`src/rtl/dnu_f0_hard_pack_pkg.sv`:
```
// dnu_f0_hard_pack_pkg: widths, LUT geometry and helpers
// shared by the decision-node hard-pack stage.
package dnu_f0_hard_pack_pkg;

  localparam int QUAN_SIZE       = 4;
  localparam int MULTI_FRAME_NUM = 2;
  localparam int DEC_WORD        = 16;
  localparam int LUT_WR_WIDTH    = 8;

  localparam int LUT_DEPTH   = 1 << (2 * QUAN_SIZE);
  localparam int LUT_ENTRIES = MULTI_FRAME_NUM * LUT_DEPTH;
  localparam int LUT_AW      = $clog2(LUT_ENTRIES);
  localparam int LUT_BW      = $clog2(LUT_WR_WIDTH);
  localparam int CNT_W       = $clog2(DEC_WORD + 1);

  function automatic int lut_waddr_w(
    input int mf,
    input int depth,
    input int ww
  );
    return $clog2(mf * depth / ww);
  endfunction

  localparam int LUT_WADDR_W =
    lut_waddr_w(MULTI_FRAME_NUM, LUT_DEPTH, LUT_WR_WIDTH);

  typedef logic frame_t;

  function automatic logic [15:0] sat_add(
    input logic [15:0] c,
    input logic        a,
    input logic        b
  );
    logic [16:0] s;
    s = {1'b0, c} + 17'(a) + 17'(b);
    return s[16] ? 16'hFFFF : s[15:0];
  endfunction

endpackage

```
`src/rtl/dnu_f0_hard_pack_packer.sv`:
```
// dnu_hard_packer: packs two hard bits per append into a
// DEC_WORD-bit word for one frame; reports full/partial emits.
module dnu_hard_packer
  import dnu_f0_hard_pack_pkg::*;
(
  input  logic                clk_i,
  input  logic                rst_ni,
  input  logic                app_i,
  input  logic [1:0]          bits_i,
  input  logic                flush_i,
  output logic                full_o,
  output logic                part_o,
  output logic [DEC_WORD-1:0] word_o
);

  logic [CNT_W-1:0]    cnt_q, cnt_d;
  logic [DEC_WORD-1:0] data_q, data_d;

  // Append first, so a coinciding flush sees the new bits.
  always_comb begin
    cnt_d  = cnt_q;
    data_d = data_q;
    if (app_i) begin
      data_d = data_q | (DEC_WORD'(bits_i) << cnt_q);
      cnt_d  = cnt_q + CNT_W'(2);
    end
    full_o = app_i && (cnt_d == CNT_W'(DEC_WORD));
    part_o = flush_i && !full_o && (cnt_d != '0);
    word_o = data_d;
  end

  always_ff @(posedge clk_i or negedge rst_ni) begin
    if (!rst_ni) begin
      cnt_q  <= '0;
      data_q <= '0;
    end else if (full_o || part_o) begin
      cnt_q  <= '0;
      data_q <= '0;
    end else begin
      cnt_q  <= cnt_d;
      data_q <= data_d;
    end
  end

endmodule

```
`src/rtl/dnu_f0_hard_pack.sv`:
```
// dnu_f0_hard_pack: two-lane decision LUT + per-frame packing.
// Define DNU_DEC_STAT_EN to add per-frame ones counters.
module dnu_f0_hard_pack
  import dnu_f0_hard_pack_pkg::*;
(
  input  logic                   read_clk,
  input  logic                   rstn,
  input  logic                   in_valid,
  input  logic                   read_addr_offset,
  input  logic [QUAN_SIZE-1:0]   vnu0_dn_in,
  input  logic [QUAN_SIZE-1:0]   vnu0_E_reg2,
  input  logic                   vnu0_tranEn_in,
  input  logic [QUAN_SIZE-1:0]   vnu1_dn_in,
  input  logic [QUAN_SIZE-1:0]   vnu1_E_reg2,
  input  logic                   vnu1_tranEn_in,
  input  logic                   flush,
  input  logic                   flush_frame,
  input  logic                   lut_we,
  input  logic [LUT_WADDR_W-1:0] lut_waddr,
  input  logic [LUT_WR_WIDTH-1:0] lut_wdata,
`ifdef DNU_DEC_STAT_EN
  input  logic                   stat_clr,
  output logic [15:0]            ones_cnt0,
  output logic [15:0]            ones_cnt1,
`endif
  output logic                   vnu0_hard,
  output logic                   vnu1_hard,
  output logic                   hard_valid,
  output logic                   read_addr_offset_out,
  output logic [DEC_WORD-1:0]    dec_word,
  output logic                   dec_word_valid,
  output logic                   dec_word_frame
);

  localparam int QW = 2 * QUAN_SIZE;

  logic lut_q [LUT_ENTRIES];

  logic                 v0_q, tr0_q, tr1_q;
  frame_t               fr_q, hfr_q, pfr_q, ffr;
  logic [QUAN_SIZE-1:0] dn0_q, e0_q, dn1_q, e1_q;
  logic                 hv_q, h0_q, h1_q;
  logic [LUT_AW-1:0]    a0, a1;

  logic                full0, full1, part0, part1;
  logic [DEC_WORD-1:0] word0, word1;
  logic                freq, blk, fl0, fl1, pend_q;
  logic [DEC_WORD-1:0] dw_q;
  logic                dwv_q;
  frame_t              dwf_q;

  // Unreset storage; must be loaded before use.
  always_ff @(posedge read_clk) begin
    if (lut_we) begin
      for (int i = 0; i < LUT_WR_WIDTH; i++) begin
        lut_q[{lut_waddr, i[LUT_BW-1:0]}] <= lut_wdata[i];
      end
    end
  end

  assign a0 = {fr_q, {dn0_q, e0_q} ^ {QW{tr0_q}}};
  assign a1 = {fr_q, {dn1_q, e1_q} ^ {QW{tr1_q}}};

  always_ff @(posedge read_clk or negedge rstn) begin
    if (!rstn) begin
      v0_q  <= 1'b0;
      fr_q  <= '0;
      tr0_q <= 1'b0;
      tr1_q <= 1'b0;
      dn0_q <= '0;
      e0_q  <= '0;
      dn1_q <= '0;
      e1_q  <= '0;
      hv_q  <= 1'b0;
      hfr_q <= '0;
      h0_q  <= 1'b0;
      h1_q  <= 1'b0;
    end else begin
      v0_q <= in_valid;
      if (in_valid) begin
        fr_q  <= read_addr_offset;
        tr0_q <= vnu0_tranEn_in;
        tr1_q <= vnu1_tranEn_in;
        dn0_q <= vnu0_dn_in;
        e0_q  <= vnu0_E_reg2;
        dn1_q <= vnu1_dn_in;
        e1_q  <= vnu1_E_reg2;
      end
      hv_q <= v0_q;
      if (v0_q) begin
        h0_q  <= lut_q[a0] ^ tr0_q;
        h1_q  <= lut_q[a1] ^ tr1_q;
        hfr_q <= fr_q;
      end
    end
  end

  dnu_hard_packer u_pk0 (
    .clk_i   (read_clk),
    .rst_ni  (rstn),
    .app_i   (hv_q && !hfr_q),
    .bits_i  ({h1_q, h0_q}),
    .flush_i (fl0),
    .full_o  (full0),
    .part_o  (part0),
    .word_o  (word0)
  );

  dnu_hard_packer u_pk1 (
    .clk_i   (read_clk),
    .rst_ni  (rstn),
    .app_i   (hv_q && hfr_q),
    .bits_i  ({h1_q, h0_q}),
    .flush_i (fl1),
    .full_o  (full1),
    .part_o  (part1),
    .word_o  (word1)
  );

  // A full word of the other frame defers the flush by one slot.
  always_comb begin
    freq = pend_q | flush;
    ffr  = pend_q ? pfr_q : flush_frame;
    blk  = freq && (ffr ? full0 : full1);
    fl0  = freq && !ffr && !blk;
    fl1  = freq && ffr && !blk;
  end

  always_ff @(posedge read_clk or negedge rstn) begin
    if (!rstn) begin
      pend_q <= 1'b0;
      pfr_q  <= '0;
      dw_q   <= '0;
      dwv_q  <= 1'b0;
      dwf_q  <= '0;
    end else begin
      pend_q <= blk;
      if (blk) pfr_q <= ffr;
      dwv_q <= full0 | full1 | part0 | part1;
      unique case (1'b1)
        full0:   begin dw_q <= word0; dwf_q <= 1'b0; end
        full1:   begin dw_q <= word1; dwf_q <= 1'b1; end
        part0:   begin dw_q <= word0; dwf_q <= 1'b0; end
        part1:   begin dw_q <= word1; dwf_q <= 1'b1; end
        default: ;
      endcase
    end
  end

`ifdef DNU_DEC_STAT_EN
  logic [15:0] oc0_q, oc1_q;

  always_ff @(posedge read_clk or negedge rstn) begin
    if (!rstn) begin
      oc0_q <= '0;
      oc1_q <= '0;
    end else if (stat_clr) begin
      oc0_q <= '0;
      oc1_q <= '0;
    end else if (hv_q) begin
      if (hfr_q) oc1_q <= sat_add(oc1_q, h0_q, h1_q);
      else       oc0_q <= sat_add(oc0_q, h0_q, h1_q);
    end
  end

  assign ones_cnt0 = oc0_q;
  assign ones_cnt1 = oc1_q;
`endif

  assign vnu0_hard            = h0_q;
  assign vnu1_hard            = h1_q;
  assign hard_valid           = hv_q;
  assign read_addr_offset_out = hfr_q;
  assign dec_word             = dw_q;
  assign dec_word_valid       = dwv_q;
  assign dec_word_frame       = dwf_q;

endmodule

```
`config.mk`:
```
export PLATFORM = sky130hd
export DESIGN_NAME = dnu_f0_hard_pack
export DESIGN_NICKNAME = d
export VERILOG_FILES = /design/src/rtl/dnu_f0_hard_pack_pkg.sv /design/src/rtl/dnu_f0_hard_pack_packer.sv /design/src/rtl/dnu_f0_hard_pack.sv
export SDC_FILE = /design/constraint.sdc
export NUM_CORES = 1
export LEC_CHECK = 0
export BUFFER_PORTS_ARGS = -buffer_cell sky130_fd_sc_hd__buf_2
export CAP_MARGIN = 40
export CORE_MARGIN = 10
export CORE_UTILIZATION = 30
export CTS_CLUSTER_DIAMETER = 50
export DETAILED_ROUTE_END_ITERATION = 8
export PLACE_DENSITY = 0.53
export SLEW_MARGIN = 25
export SYNTH_ARGS = -nofsm -noshare
export SYNTH_HDL_FRONTEND = slang
export SYNTH_SLANG_ARGS = --single-unit
```
`constraint.sdc`:
```
create_clock -name read_clk -period 5 [get_ports read_clk]
set_clock_uncertainty 0.15 [all_clocks]
set_input_delay 1 -clock read_clk [delete_from_list [all_inputs] [get_ports read_clk]]
set_output_delay 1 -clock read_clk [all_outputs]
set_load 0.01 [all_outputs]
```
==> qor.yml, run 1 <==
synth:
  synth-seq-cells: 596
  yosysWarnings: 0
  mean_syn_cell_area_um2: 12.3
  synth_enable_flop_cells: 512
  syn-cell-area_um2: 29800
  yosys.area.top_type_share_pct: 51.6
  synth_area_leader_cell: "sky130_fd_sc_hd__edfxtp_1"
  ys_top_cells_by_area: "sky130_fd_sc_hd__edfxtp_1, sky130_fd_sc_hd__dfrtp_1, sky130_fd_sc_hd__nand2_1"
  synth_sequential_area_ratio_pct: 58.7
  syn_nets: 2464
  unique_masters_post_synth: 83
  async_reset_ff_share_pct: 14.1
  syn_inst: 2423
  yosys_most_used_dff: "sky130_fd_sc_hd__edfxtp_1"
route:
  drt-wirelength-per-cell_um: 29.2
  via_count: 23500
  viasPerCell: 6.15
  wirelength_um: 112000
  detail_route.first_pass.iterations: 9
  detail_route.drc_violations: 0
  postRouteAntennaNets: 0
  drc_violation_total_after_the_first_tritonroute_iteration: 3195
floorplanning:
  vertical_die_dimension_um: 335
  total_die_area_um2: 112000
  coreArea_um2: 98400
  floorplan.initialDensity_pct: 30.3
  core.rowCount: 115
  num_io_pins: 61
  floorplan.die.width_um: 335
sta:
  timing_max_transition_violations_final: 0
  fin_crit_ps: 4570
  fin_crit_sh_pct: 91.4
  timing.slew.headroom_pct: 37.1
  timing_worst_slew_pin_value_ps: 917
  finalSetupViolations: 0
  timing_hold_violations_final: 0
  rsz0062_at_grt: "no"
  fin_setup_tns_ps: 0
  max_freq_ghz: 0.219
cts:
  clock-root-buffer: "sky130_fd_sc_hd__clkbuf_16"
  cts_tree: "done"
  cts_buffer_depth: 3
  postCtsResizedCells: 0
  total_clock_buffers_created_by_cts: 80
  clock_latency_ps: 680
  cts.htree.levels: 3
  clk_pin_slew_worst_paths_ps: 60
  ctsHoldBuffers: 0
  clock_sinks: 596
  cts_post_setup_buffers_inserted: 0
critical_path:
  cpMaxStageDelayCell: "sky130_fd_sc_hd__nor3b_1"
  cp.arrival_ps: 5030
  startpoint_of_the_lowest_slack_register_to_register_path: "tr1_q$_DFFE_PN0P_"
  worst_path_dominant_cell_family: "buffers and inverters"
  crit_cells: 12
  cp-startpoint: "tr1_q$_DFFE_PN0P_"
  timing.critical_path.fanout_max: 26
  crit_path_frequent_cell: "sky130_fd_sc_hd__buf_4"
  reg2reg_depth: 12
  critical_path.n_buffers_inverters: 3
  critPathLaunchType: "flip-flop"
  timing.setup.critical_path_class: "reg2reg"
  critPathCaptureType: "flip-flop"
  required_ps: 5460
  critical_path.cell_chain: "buf_4 -> buf_4 -> xor2_4 -> buf_4 -> nand2_1 -> o311a_1 -> nor3b_1 -> a41oi_1 -> nand4_1 -> o22ai_1 -> xor2_1 -> a21oi_1"
  critPathMaxStageDelay_ps: 750
power_and_ir_drop:
  powerDensity_nw_per_um2: 433
  clockPowerShare_pct: 39.4
  net_switching_component_of_the_power_w: 0.00492
  p_int_w: 0.0102
  switching_share_pct: 32.6
  proportion_of_power_drawn_by_flip_flops_and_latches_pct: 38.3
  total_power_w: 0.0151
  static_leak_nw: 11.8
  share_comb_of_total_power_pct: 22.3
  ir_worst_vdd_v: 0.000253
status:
  outcome: "finished clean"
grt:
  grt.total_usage_pct: 19.2
  grt_remaining_overflow: 0
  global_route.usage.met1_pct: 25.1
  met2_track_demand_over_resource_in_global_routing_pct: 30.2
  number_of_global_route_vias_before_repair: 23300
  number_of_antenna_violations_at_the_first_check_in_global_routing: 1
  grt_pass1_wl_um: 162000
  grt_use_met3_pct: 4.62
  largest_net_degree_at_the_start_of_global_routing: 95
  gr-max-usage-layer: "met2"
placed_design:
  detailedPlacementHpwl_um: 72300
  detailed_place.area_um2: 32000
  placedCellCount: 3673
  port_buffers: 60
  routabilityCongestion: 0.952
min_path:
  hold_path.class: "in2async"
finish:
  final_cells: 3828
  area_growth_pct: 17.0
  mostFrequentLayoutCell: "sky130_fd_sc_hd__edfxtp_1"
  final_cell_mix: "sky130_fd_sc_hd__edfxtp_1, sky130_fd_sc_hd__nand2_1, sky130_fd_sc_hd__nor2_1"
  design_area_final_um2: 34800
  fillCellCount: 9517
  fin_nets: 2514
  final_layout_size_suffix_gt1_share_pct: 16.7
flow_run:
  maxCapViolations: 0
==> path summary, 6_finish.rpt <==
path / endpoint / slack (ps)
max: vnu1_hard$_DFFE_PN0P_ / 430
min: v0_q$_DFF_PN0_ / 30
max reg2reg: vnu1_hard$_DFFE_PN0P_ / 430
min reg2reg: u_pk1.data_q[6]$_DFF_PN0_ / 330
max in group asynchronous: u_pk1.cnt_q[2]$_DFF_PN0_ / 3970
min in group read_clk: u_pk1.data_q[6]$_DFF_PN0_ / 330
==> worst register-to-register path, stage by stage (launching register included) <==
cell,delay [ps]
sky130_fd_sc_hd__dfrtp_2,480
sky130_fd_sc_hd__buf_4,430
sky130_fd_sc_hd__buf_4,440
sky130_fd_sc_hd__xor2_4,590
sky130_fd_sc_hd__buf_4,430
sky130_fd_sc_hd__nand2_1,110
sky130_fd_sc_hd__o311a_1,140
sky130_fd_sc_hd__nor3b_1,750
sky130_fd_sc_hd__a41oi_1,390
sky130_fd_sc_hd__nand4_1,190
sky130_fd_sc_hd__o22ai_1,110
sky130_fd_sc_hd__xor2_1,170
sky130_fd_sc_hd__a21oi_1,160
==> cell type report <==
cell class / count / area [um^2] / share of cell area [%]
antenna: 2 / 5.00 / 0.0144
tap: 1287 / 1610 / 4.62
sequential: 596 / 17500 / 50.2
inverter: 8 / 30.0 / 0.0862
multi-input combinational: 1616 / 11400 / 32.8
clock inverter: 60 / 711 / 2.04
timing repair buffer: 171 / 1510 / 4.34
clock buffer: 88 / 2070 / 5.95
==> power by group through the flow <==
stage          clock network, W  registers, W  logic [W]
6_report                0.00594       0.00579    0.00337
5_1_grt                 0.00621       0.00581    0.00354
4_1_cts                 0.00600       0.00578    0.00330
3_5_place_dp                  0       0.00588    0.00329
3_3_place_gp                  0       0.00588    0.00324
2_1_floorplan                 0       0.00579    0.00200
==> routing by layer <==
metal	wire [um]	vias up
li1	-	9805
met1	44100	11900
met2	50800	1571
met3	12300	297
met4	4620	2
met5	12	-
==> flip-flops by register name, summed over array words and instances, names as in the netlist, 4 cells and up <==
register / cells
dec_word: 16
dn0_q: 4
dn1_q: 4
e0_q: 4
e1_q: 4
lut_q: 512
u_pk0.cnt_q: 4
u_pk0.data_q: 16
u_pk1.cnt_q: 4
u_pk1.data_q: 16
==> cells by family (layout without fill, tap and decap cells) <==
group	Yosys count	after routing	synth area share, %
fa+ha+maj	2	2	0.0840
buf+inv	211	327	3.41
xor+xnor	28	28	0.974
simple gates	726	726	11.0
compound gates	691	691	16.7
mux	169	169	9.09
flops	596	596	58.7
other cells	0	2	0
==> synth_stat cells, drive strengths merged, types with 7 or more instances <==
master and count:
o22ai 69, o2111ai 17, clkbuf 115, edfxtp 512, nor3b 11, nand3 61
o21ai 106, a222oi 13, a32oi 8, o221a 9, nand2b 13, mux2 20
nand2 344, a221o 28, a21oi 124, a311oi 11, o211ai 29, xor2 17
o221ai 51, mux4 73, buf 88, nor2b 22, nor4 8, mux2i 76
a22oi 11, nor3 13, nor2 160, dfrtp 84, a221oi 108, a211o 15
and2 11, and3 21, xnor2 11, nand3b 8, a31oi 26, nand4 17
or2 7
==> metrics by stage <==
step | worst slack [ps] | utilization (%) | hold WS, ps
finish | 429 | 35.4 | 31.5
floorplan | 1880 | - | 299
CTS | 577 | 35.3 | 281
global route | 317 | 35.4 | 13.3
detailed placement | 585 | 32.5 | 322
global placement | 618 | 32.2 | 311
No activity file was read; power rests on OpenSTA's default activity.
==> inputs of run 2 (changes only) <==
--- a/config.mk
+++ b/config.mk
@@ -5,6 +5,7 @@
 export SDC_FILE = /design/constraint.sdc
 export NUM_CORES = 1
 export LEC_CHECK = 0
+export ABC_AREA = 1
 export BUFFER_PORTS_ARGS = -buffer_cell sky130_fd_sc_hd__buf_2
 export CAP_MARGIN = 40
 export CORE_MARGIN = 10
==> qor.yml, run 2 <==
route:
  viasPerCell: 5.39  # -12%
  drc_violation_total_after_the_first_tritonroute_iteration: 2649  # -17%
  detail_route.drc_violations: 0  # unchanged
  via_count: 24700  # +5.0%
  detail_route.first_pass.iterations: 6  # -3
  postRouteAntennaNets: 0  # unchanged
  wirelength_um: 102000  # -8.4%
  drt-wirelength-per-cell_um: 22.3  # -24%
synth:
  yosys_most_used_dff: "sky130_fd_sc_hd__edfxtp_1"
  syn_inst: 3265  # +35%
  synth-seq-cells: 596  # unchanged
  mean_syn_cell_area_um2: 9.08  # -26%
  synth_enable_flop_cells: 512  # unchanged
  yosysWarnings: 0  # unchanged
  syn-cell-area_um2: 29600  # -0.48%
  synth_sequential_area_ratio_pct: 59.0  # +0.28 points
  synth_area_leader_cell: "sky130_fd_sc_hd__edfxtp_1"
  netlist_top_cells_count: "sky130_fd_sc_hd__nand2_1, sky130_fd_sc_hd__nand3_1, sky130_fd_sc_hd__edfxtp_1, sky130_fd_sc_hd__buf_2, sky130_fd_sc_hd__nor2_1"
  post-synth-top-count-cell: "sky130_fd_sc_hd__nand2_1"
  async_reset_ff_share_pct: 14.1  # unchanged
  unique_masters_post_synth: 32  # -61%
  syn_nets: 3306  # +34%
  ys_top_cells_by_area: "sky130_fd_sc_hd__edfxtp_1, sky130_fd_sc_hd__nand3_1, sky130_fd_sc_hd__nand2_1"
  yosys.area.top_type_share_pct: 51.9  # +0.25 points
power_and_ir_drop:
  static_leak_nw: 12.8  # +8.9%
  ir_worst_vdd_v: 0.000315  # +24%
  total_power_w: 0.0148  # -2.0%
  powerDensity_nw_per_um2: 437  # +0.78%
cts:
  cts_buffer_depth: 3  # unchanged
  postCtsResizedCells: 0  # unchanged
  cts.htree.levels: 3  # unchanged
  clock_latency_ps: 630  # -50 ps
  cts_tree: "done"
  clock_sinks: 596  # unchanged
  clock-root-buffer: "sky130_fd_sc_hd__clkbuf_16"
  cts_post_setup_buffers_inserted: 0  # unchanged
  ctsHoldBuffers: 0  # unchanged
  clk_pin_slew_worst_paths_ps: 60  # about the same
  total_clock_buffers_created_by_cts: 75  # -6.3%
sta:
  fin_setup_tns_ps: 0  # unchanged
  timing.slew.headroom_pct: 40.5  # +3.4 points
  timing_worst_slew_pin_value_ps: 890  # -27.0 ps
  timing_hold_violations_final: 0  # unchanged
  postLayoutSetupSlackWorst_ps: 934  # +505 ps
  finalSetupViolations: 0  # unchanged
  max_freq_ghz: 0.246  # +12%
  fin_crit_sh_pct: 81.3  # -10 points
  timing_max_transition_violations_final: 0  # unchanged
  tightest_hold_margin_ps: 45.7  # +14.3 ps
  rsz0062_at_grt: "no"
  fin_crit_ps: 4070  # -505 ps
finish:
  mostFrequentLayoutCell: "sky130_fd_sc_hd__nand2_1"
  largest_register_ffs: 512  # unchanged
  final_cell_mix: "sky130_fd_sc_hd__nand2_1, sky130_fd_sc_hd__nand3_1, sky130_fd_sc_hd__edfxtp_1"
  fillCellCount: 9891  # +3.9%
  antenna-diode-count: 0  # -2
  design_area_final_um2: 33900  # -2.7%
  final_layout_size_suffix_gt1_share_pct: 8.85  # -7.9 points
  area_growth_pct: 14.3
  fin_nets: 3286  # +31%
grt:
  grt_remaining_overflow: 0  # unchanged
  number_of_global_route_vias_before_repair: 24000  # +3.1%
  grt_pass1_wl_um: 153000  # -5.2%
  number_of_antenna_violations_at_the_first_check_in_global_routing: 0  # -1
  largest_net_degree_at_the_start_of_global_routing: 99  # +4.2%
  grt.total_usage_pct: 17.8  # -1.4 points
critical_path:
  cp.arrival_ps: 4420  # -610 ps
  critPathCaptureType: "flip-flop"
  critical_path.n_buffers_inverters: 1  # -2
  crit_path_frequent_cell: "sky130_fd_sc_hd__nand3_1"
  cpMaxStageDelayCell: "sky130_fd_sc_hd__dfrtp_1"
  worst_path_dominant_cell_family: "simple AND/OR/NAND/NOR gates"
  timing.setup.critical_path_class: "reg2reg"
  critical_path.cell_chain: "nand2_1 -> nand2_4 -> buf_4 -> nand2_1 -> nand3_1 -> nand3_1 -> nand3_1 -> nand3_1 -> nand3_1 -> nand3_1 -> nand3_1 -> nand3_1 -> nand2_1 -> nand2_1 -> nand3_1 -> nand2_1"
  critPathMaxStageDelay_ps: 870  # +120 ps
  timing.critical_path.fanout_max: 52  # +100%
  crit_cells: 16  # +4
  critPathLaunchType: "flip-flop"
  required_ps: 5360  # -100 ps
  reg2reg_depth: 16  # +4
placed_design:
  routabilityCongestion: 0.840  # -12%
  detailed_place.area_um2: 31400  # -1.8%
  port_buffers: 60  # unchanged
  detailedPlacementHpwl_um: 55800  # -23%
  dp_worst_setup_slack_ps: 971  # +387 ps
floorplanning:
  total_die_area_um2: 112000  # -0.45%
  num_io_pins: 61  # unchanged
  coreArea_um2: 98300  # -0.15%
  floorplan.initialDensity_pct: 30.2  # -0.10 points
  core.rowCount: 115  # unchanged
  vertical_die_dimension_um: 334  # -0.23%
  floorplan.die.width_um: 334  # -0.23%
status:
  outcome: "finished clean"
flow_run:
  maxCapViolations: 0  # unchanged
min_path:
  hold_path.class: "in2async"
run 2: changes by cell type after synthesis, sizes merged, moves of 63 or more:
cell,change
mux2i,-76
buf,+110
o22ai,-69
a21oi,-97
inv,+63
nand2,+739
nand3,+1000
clkbuf,-92
o21ai,-96
mux4,-73
a221oi,-108
run 2: logic make-up (layout without fill, tap and decap cells):
kind of cell	after synthesis	in the layout	synth area share [%]
buffers and inverters	290	326	4.68
XOR/XNOR	22	22	0.726
AND/OR/NAND/NOR	2282	2282	33.7
adder cells (fa/ha/maj)	2	2	0.0844
multiplexers	14	14	0.532
AO/OA/AOI/OAI	59	59	1.33
flip-flops	596	596	59.0
run 2: final timing paths:
| path | startpoint | endpoint | slack (ps) |
|---|---|---|---|
| worst min-delay path | rstn | dec_word_frame$_DFFE_PN0P_ | 50 |
| worst min register to register | dec_word_frame$_DFFE_PN0P_ | dec_word_frame$_DFFE_PN0P_ | 330 |
| worst max-delay path | tr1_q$_DFFE_PN0P_ | vnu1_hard$_DFFE_PN0P_ | 930 |
| worst max register to register | tr1_q$_DFFE_PN0P_ | vnu1_hard$_DFFE_PN0P_ | 930 |
| max in group asynchronous | rstn | e1_q[0]$_DFFE_PN0P_ | 3740 |
| min in group read_clk | dec_word_frame$_DFFE_PN0P_ | dec_word_frame$_DFFE_PN0P_ | 330 |
run 2: final cells by class:
cell class / count / area, um^2 / area share, %
clock buffer: 92 / 2010 / 5.94
tap: 1287 / 1610 / 4.75
inverter: 69 / 262 / 0.771
clock inverter: 41 / 417 / 1.23
multi-input combinational: 2379 / 10900 / 32.2
sequential: 596 / 17500 / 51.6
timing repair buffer: 124 / 1220 / 3.60
run 2: per-layer routing:
metal,global-route usage [%],up-vias,part of all wire (%)
met3,2.69,289,7.4
met5,0,-,0
met2,29.6,1099,47
met4,7.99,0,4.2
met1,22.7,12100,41
li1,-,11300,-
run 2: power by group:
group          switching, W  leakage (nW)  total [W]  internal (W)
Sequential         0.000133          5.70    0.00572       0.00559
Combinational       0.00264          5.94    0.00371       0.00107
Clock               0.00217          1.19    0.00537       0.00320
Total               0.00494          12.8     0.0148       0.00986
run 2: stage by stage:
step / std cells / util, %
floorplan: 3265 / -
finish: 4588 / 34.5
detailed placement: 4452 / 32.0
global placement: 4447 / 31.8
global route: 4588 / 34.5
CTS: 4585 / 34.4
